`config.mk`:
```
export PLATFORM = sky130hd
export DESIGN_NAME = edge_detect_multi
export DESIGN_NICKNAME = d
export VERILOG_FILES = /design/src/rtl/edge_detect_multi.sv
export SDC_FILE = /design/constraint.sdc
export NUM_CORES = 1
export LEC_CHECK = 0
export BUFFER_PORTS_ARGS = -buffer_cell sky130_fd_sc_hd__buf_2
export CORE_AREA = 2 2 75 77
export CTS_BUF_LIST = sky130_fd_sc_hd__clkbuf_16
export DETAILED_ROUTE_END_ITERATION = 10
export DIE_AREA = 0 0 77 79
export HOLD_SLACK_MARGIN = 0.02
export PLACE_DENSITY_LB_ADDON = 0.08
export SLEW_MARGIN = 0
export SYNTH_ARGS = -nofsm -noshare
export SYNTH_HDL_FRONTEND = slang
export SYNTH_SLANG_ARGS = --single-unit
```
`constraint.sdc`:
```
create_clock -name clk -period 2.41 [get_ports clk]
set_input_delay 0.1205 -clock clk [delete_from_list [all_inputs] [get_ports clk]]
set_output_delay 0.1205 -clock clk [all_outputs]
set_load 0.005 [all_outputs]
```
`src/rtl/edge_detect_multi.sv`:
```
// edge_detect_multi: multi-channel input conditioner.
// Each channel synchronises a raw asynchronous input and optionally debounces it.
// It then produces registered rise/fall pulses, a mode-qualified event pulse and a
// sticky event flag that software can clear. irq is the registered OR of all sticky bits.
module edge_detect_multi #(
  parameter int CH          = 4,
  parameter int SYNC_STAGES = 2,
  parameter int DEB_CYCLES  = 0,
  parameter int DEB_W       = 8
) (
  input  logic              clk,
  input  logic              rst_n,
  input  logic [CH-1:0]     a,
  input  logic [2*CH-1:0]   mode,
  input  logic [CH-1:0]     clr,
  output logic [CH-1:0]     level,
  output logic [CH-1:0]     rise,
  output logic [CH-1:0]     down,
  output logic [CH-1:0]     pulse,
  output logic [CH-1:0]     sticky,
  output logic              irq
);

  // DEB_CYCLES of 0 and 1 both mean "accept a new level on the first differing cycle".
  localparam int unsigned      DEB_D    = (DEB_CYCLES < 1) ? 1 : DEB_CYCLES;
  localparam logic [DEB_W-1:0] CNT_LAST = DEB_W'(DEB_D - 1);
  localparam logic [DEB_W-1:0] CNT_ONE  = DEB_W'(1);

  logic [CH-1:0]    sync_q [SYNC_STAGES];
  logic [CH-1:0]    sync_d [SYNC_STAGES];
  logic [CH-1:0]    sync_s;

  logic [DEB_W-1:0] cnt_q  [CH];
  logic [DEB_W-1:0] cnt_d  [CH];
  logic [CH-1:0]    level_q, level_d;

  logic [CH-1:0]    rise_q, rise_d;
  logic [CH-1:0]    down_q, down_d;
  logic [CH-1:0]    pulse_q, pulse_d;
  logic [CH-1:0]    sticky_q, sticky_d;
  logic             irq_q, irq_d;

  logic [CH-1:0]    mode_rise;
  logic [CH-1:0]    mode_fall;

  // Shift register chain: stage 0 samples the raw pins, each later stage copies the one before.
  always_comb begin
    sync_d[0] = a;
    for (int k = 1; k < SYNC_STAGES; k++) begin
      sync_d[k] = sync_q[k-1];
    end
  end

  assign sync_s = sync_q[SYNC_STAGES-1];

  // Synchroniser flops; these are the only flops that see the raw asynchronous pins.
  always_ff @(posedge clk or negedge rst_n) begin
    if (!rst_n) begin
      for (int k = 0; k < SYNC_STAGES; k++) begin
        sync_q[k] <= '0;
      end
    end else begin
      for (int k = 0; k < SYNC_STAGES; k++) begin
        sync_q[k] <= sync_d[k];
      end
    end
  end

  // Debounce: count consecutive cycles where the synchronised input disagrees with level.
  // Adopt the new value only after DEB_D such cycles in a row.
  always_comb begin
    level_d = level_q;
    for (int i = 0; i < CH; i++) begin
      cnt_d[i] = cnt_q[i];
      if (sync_s[i] == level_q[i]) begin
        cnt_d[i] = '0;
      end else if (cnt_q[i] == CNT_LAST) begin
        level_d[i] = sync_s[i];
        cnt_d[i]   = '0;
      end else begin
        cnt_d[i] = cnt_q[i] + CNT_ONE;
      end
    end
  end

  // Debounce counters and filtered level; reset aborts any count in progress.
  always_ff @(posedge clk or negedge rst_n) begin
    if (!rst_n) begin
      for (int i = 0; i < CH; i++) begin
        cnt_q[i] <= '0;
      end
      level_q <= '0;
    end else begin
      for (int i = 0; i < CH; i++) begin
        cnt_q[i] <= cnt_d[i];
      end
      level_q <= level_d;
    end
  end

  // Split the packed 2-bit-per-channel mode bus into rise and fall enables.
  always_comb begin
    mode_rise = '0;
    mode_fall = '0;
    for (int i = 0; i < CH; i++) begin
      mode_rise[i] = mode[2*i];
      mode_fall[i] = mode[2*i+1];
    end
  end

  // Edge pulses and qualification are derived from the level transition of this same edge.
  // In the sticky term, set has priority over clear, and irq tracks the next sticky value.
  always_comb begin
    rise_d   = level_d & ~level_q;
    down_d   = ~level_d & level_q;
    pulse_d  = (rise_d & mode_rise) | (down_d & mode_fall);
    sticky_d = (sticky_q & ~clr) | pulse_d;
    irq_d    = |sticky_d;
  end

  // Event output registers.
  always_ff @(posedge clk or negedge rst_n) begin
    if (!rst_n) begin
      rise_q   <= '0;
      down_q   <= '0;
      pulse_q  <= '0;
      sticky_q <= '0;
      irq_q    <= 1'b0;
    end else begin
      rise_q   <= rise_d;
      down_q   <= down_d;
      pulse_q  <= pulse_d;
      sticky_q <= sticky_d;
      irq_q    <= irq_d;
    end
  end

  assign level  = level_q;
  assign rise   = rise_q;
  assign down   = down_q;
  assign pulse  = pulse_q;
  assign sticky = sticky_q;
  assign irq    = irq_q;

endmodule

```
==> impl_metrics.yaml, run 1 <==
outcome:
  status: "finished clean"
finish:
  stdcell_area_um2: 3140
  utilization: 0.588
  area_growth_pct: 23.5
  nNetsFinal: 296
  drive_gt1_frac: 0.207
  diodes: 0
  finalNonFillerCells: 347
floorplan:
  start_util: 0.476
  die_h_um: 79
  dieArea_um2: 6080
  rows: 27
  core-area_um2: 5340
  ios: 39
  die_w_um: 77
placement:
  post-place-ws_ps: 600
  dpl-instance-area_um2: 2840
  dp_hpwl_um: 3000
  io_buffers: 38
  place.gp.congestion: 0.768
  dp_cells: 326
synth:
  ys_top_cells_by_count: "dfrtp_1 (61), nor2_1 (29), xor2_1 (24), nand3_1 (21)"
  synthArstFlopShare: 1.00
  synth.area.top_cells: "dfrtp_1 (60%), xor2_1 (8.3%), nor2_1 (4.3%), nand3_1 (4.1%), ha_1 (3.9%)"
  postSynthAreaPerCell_um2: 11.9
  synth.most_common_cell: "dfrtp_1"
  ys_seq_elements: 61
  synth_top_area_cell: "dfrtp_1"
  synth_top_area_frac: 0.600
  yosys_warnings: 0
  synth_edf_count: 0
  synthesis.area_um2: 2540
  ys_seq_area_frac: 0.600
  ys.flop_type: "dfrtp_1"
  syn_nets: 240
  ys_types: 22
  netlist_instances: 214
critical_path:
  end_kind: "flip-flop"
  critPathArrivalTime_ps: 2010
  slowest_stage: "or4b_1"
  critical_path_class: "reg -> reg"
  cp-startpoint: "cnt_q[17]"
  critPathMaxFanout: 7
  crit_path_cell_trace: "inv_1 > ha_1 > or4b_1 > or2_4 > nand2_1 > nor2_1"
  worstReg2RegStart: "cnt_q[17]"
  slowest_delay_ps: 450
  worstPathRequired_ps: 2610
  startpoint_type: "flip-flop"
clock_tree:
  insertion_delay_ps: 320
  cts_sinks: 61
  cts-root-buf: "clkbuf_16"
  postCtsHoldBufs: 5
  cts_tree: "yes"
  numCtsBuffers: 9
  ctsResizeCount: 0
  htree_levels: 3
  clock_path_buffers: 2
  clk_pin_slew_ps: 50
  cts_setup_buffers: 0
global_routing:
  grt_first_pass_wirelength_um: 7670
  grt_max_degree: 36
  grt_pass1_vias: 1681
  gr-total-overflow: 0
  antenna_found_initial: 0
  grt_usage: 0.167
timing:
  rsz0062_at_grt: "no"
  setup_violations: 0
  fin_crit_ps: 1820
  tightest_slew_ps: 762
  slew_headroom: 0.492
  fmax_mhz: 550
  finalSetupTns_ps: 0
  hold_ws_ps: 94.1
  period_share: 0.754
  skew_ps: 5.21
  finalHoldViolCount: 0
  setup_ws_ps: 593
  slew_viol_final: 0
drt:
  finalWirelength_um: 4350
  viasPerCell: 4.77
  wl_per_cell_um: 12.5
  remaining_drc_errors: 0
  dr.pass1.iters: 4
  ant_nets: 0
  num_vias: 1656
  drt_iter0_drc: 53
worst_hold_path:
  hp-class: "in -> reg"
  hold_path_startpoint: "clr[3]"
run:
  drv_cap: 0
power_and_ir_drop:
  peakVddDrop_mv: 0.412
  p_total_mw: 2.25
  p_per_area_nw_per_um2: 717
  cellLeakagePower_nw: 1.58
## layout make-up
cell class | count | area (um2)
inverters | 12 | 45.0
repair buffers | 45 | 255
multi-input cells | 141 | 971
clock buffers | 9 | 225
clock inverters | 7 | 27.5
well taps | 72 | 90.1
flip-flops and latches | 61 | 1530
fillers | 470 | 2200
## worst paths after layout
path                              to  slack [ps]  cells past startpoint
max in group asynchronous   pulse[3]        1320                      3
min                        sticky[3]          90                      3
max reg2reg                cnt_q[19]         590                      6
max                        cnt_q[19]         590                      6
min in group asynchronous    rise[2]         410                      2
min reg2reg                sync_s[0]         340                      0
## sequential cells by signal, summed over array words and instances (netlist names)
signal,count
irq,1
sync_s,4
rise,4
down,4
level,4
cnt_q,32
sync_d,4
sticky,4
pulse,4
## worst max-delay path, delay by kind of cell, from the launching register on
family	cells	cell delay, ps
AND/OR/NAND/NOR	4	1060
flip-flops	1	420
buffers and inverters	1	80
adder cells (fa/ha/maj)	1	130
## cells in the final DEF, fill, tap and decap left out, drive strengths merged, types with 6 or more instances in the layout
cell,count
nor3b,8
nand3,21
dfrtp,61
nand3b,6
xor2,24
clkbuf,9
nor2,29
buf,40
ha,8
inv,16
and3,12
## report_power, final
part	switching, mW	internal [mW]
clock	0.403	0.668
combinational	0.0511	0.0547
sequential	0.0184	1.06
total	0.473	1.78
## routing by layer
metal	global-route usage	vias to the layer above	part of all wire
li1	-	838	-
met1	0.214	774	0.48
met2	0.244	31	0.44
met3	0.0489	13	0.044
met4	0.118	0	0.035
met5	0	-	0
## cell families (layout without fill, tap and decap cells)
family,after synthesis,after routing,synth area share
simple gates,93,93,0.203
flops,61,61,0.600
xor+xnor,28,28,0.0965
buf+inv,12,73,0.0177
fa+ha+maj,8,8,0.0394
compound gates,8,8,0.0251
mux,4,4,0.0177
Power figures use the tool's default switching activity.
==> run 2: changes to the inputs <==
==> constraint.sdc (replaced) <==
create_clock -name clk -period 1.5 [get_ports clk]
set_input_delay 0.075 -clock clk [delete_from_list [all_inputs] [get_ports clk]]
set_output_delay 0.075 -clock clk [all_outputs]
set_load 0.005 [all_outputs]
==> run 2 against run 1 <==
  * Combinational power grew 100%
  * Register-to-register slack got worse by 820 ps
  * Sequential power rose by 59%
  * Total power grew 80%
  * Clock-buffer cell count unchanged
  * Highest routed layer unchanged
  * Critical endpoint is now level[2]
  * Critical path depth shrank 1
  * The run now ends with setup timing left
  * Core utilization increased by 9.2 points
  * Clock skew about the same
  * Hold slack got worse by 35 ps
  * Wire length is 14% higher
  * Worst setup slack got worse by 820 ps
  * Die area did not move
  * Largest cell class unchanged
==> impl_metrics.yaml, run 2 (synthesis gave the netlist of run 1 again) <==
outcome:
  status: "finished with violations"
  violations: "setup timing"
critical_path:
  critPathArrivalTime_ps: 1930
  crit_path_cell_trace: "inv_1 > ha_1 > or4b_4 > or2_4 > mux2_2"
  worst-r2r-setup-slack_ps: -220
  slowest_delay_ps: 480
  worstReg2RegStart: "cnt_q[8]"
  timing.rr.end: "level[2]"
  timing.critical_path.buf_inv: 1
  crit_family: "simple AND/OR/NAND/NOR gates"
  critical_path_class: "reg -> reg"
  startpoint_type: "flip-flop"
  rr_worst_depth: 5
  slowest_stage: "or4b_4"
  critPathMaxFanout: 5
  end_kind: "flip-flop"
  worstPathRequired_ps: 1710
timing:
  skew_ps: 5.35
  setup_violations: 37
  finalSetupTns_ps: -3880
  slew_viol_final: 0
  fin_crit_ps: 1720
  finalHoldViolCount: 0
  setup_ws_ps: -225
  period_share: 1.15
  fmax_mhz: 580
  rsz0062_at_grt: "yes"
  slew_headroom: 0.791
  tightest_slew_ps: 313
clock_tree:
  cts_sinks: 61
  clock_path_buffers: 2
  cts_tree: "yes"
  numCtsBuffers: 9
  insertion_delay_ps: 320
  clk_pin_slew_ps: 50
  htree_levels: 3
  cts-root-buf: "clkbuf_16"
finish:
  layout_common_cells: "dfrtp_1 (61), buf_4 (40), buf_2 (38), xor2_1 (24), nor2_1 (22)"
  drive_gt1_frac: 0.400
  nFillCells: 436
  largest_reg_flops: 32
  area_growth_pct: 42.8
  nNetsFinal: 336
  top_register: "cnt_q"
  diodes: 0
  layout_commonest_cell: "dfrtp_1"
  finalNonFillerCells: 387
floorplan:
  die_h_um: 79
  die_w_um: 77
  rows: 27
  core-area_um2: 5340
  dieArea_um2: 6080
  start_util: 0.476
  ios: 39
drt:
  num_vias: 1839
  drt_iter0_drc: 57
  finalWirelength_um: 4950
  remaining_drc_errors: 0
  wl_per_cell_um: 12.8
  viasPerCell: 4.75
  ant_nets: 0
  dr.pass1.iters: 4
power_and_ir_drop:
  cellLeakagePower_nw: 1.85
  p_per_area_nw_per_um2: 1110
  peakVddDrop_mv: 0.805
  p_total_mw: 4.05
run:
  drv_cap: 0
placement:
  io_buffers: 38
  place.gp.congestion: 0.742
  dp_hpwl_um: 3260
  dp_cells: 361
worst_hold_path:
  hold_path_startpoint: "mode[6]"
  worst_hold_path.num_cells: 3
  hp-class: "in -> reg"
  min_to: "pulse[3]"
global_routing:
  grt_max_degree: 62
  grt_pass1_vias: 1868
  gr-total-overflow: 0
  antenna_found_initial: 0
  grt_usage: 0.178
  grt_first_pass_wirelength_um: 8210
-- run 2: layout make-up --
cell class	instances	area, um2	area share
sequential	61	1530	0.420
inverter	12	45.0	0.0124
clock inverter	7	81.3	0.0224
tap	72	90.1	0.0248
timing repair buffer	85	572	0.157
multi-input combinational	141	1090	0.300
clock buffer	9	225	0.0620
-- run 2: worst max path at each step --
stage | start | end | cells after the start
3_5_place_dp | cnt_q[8] | irq | 6
2_1_floorplan | cnt_q[16] | level[1] | 5
4_1_cts | cnt_q[1] | level[3] | 5
3_3_place_gp | cnt_q[8] | irq | 6
6_report | cnt_q[8] | level[2] | 5
5_1_grt | cnt_q[8] | rise[2] | 6
-- run 2: metrics by stage --
step / util / worst slack (ps) / area (um2) / hold slack, ps
floorplan: - / -166 / 2540 / -221
global placement: 0.584 / -226 / 3120 / 110
detailed placement: 0.584 / -255 / 3120 / 108
CTS: 0.672 / -208 / 3590 / 50.6
global route: 0.680 / -290 / 3630 / 59.5
finish: 0.680 / -225 / 3630 / 59.1
-- run 2: repair_timing --
| action | CTS | global route |
|---|---|---|
| pin swaps | 12 | 3 |
| setup buffers | 4 | 1 |
| gates resized for setup | 20 | 10 |
| endpoints found under the setup margin | 40 | 48 |
| endpoints found under the hold margin | 65 | 0 |
| gates cloned | 0 | 0 |
| hold buffers | 5 | 0 |
-- run 2: report_power, final --
part	switching [mW]	internal [mW]	leakage, nW
Sequential	0.0211	1.70	0.801
Clock	0.685	1.43	0.155
Combinational	0.104	0.112	0.895
Total	0.810	3.24	1.85
-- run 2: worst reg2reg max path, stage by stage (launching register included) --
cell and delay (ps):
dfrtp_1 370, inv_1 70, ha_1 130, or4b_4 480
or2_4 290, mux2_2 280
-- run 2: per-layer routing --
metal	share of wire	global-route usage	up-vias
met5	0	0	-
met4	0.015	0.0804	0
met3	0.036	0.0614	8
met2	0.48	0.276	29
met1	0.47	0.227	883
li1	-	-	919
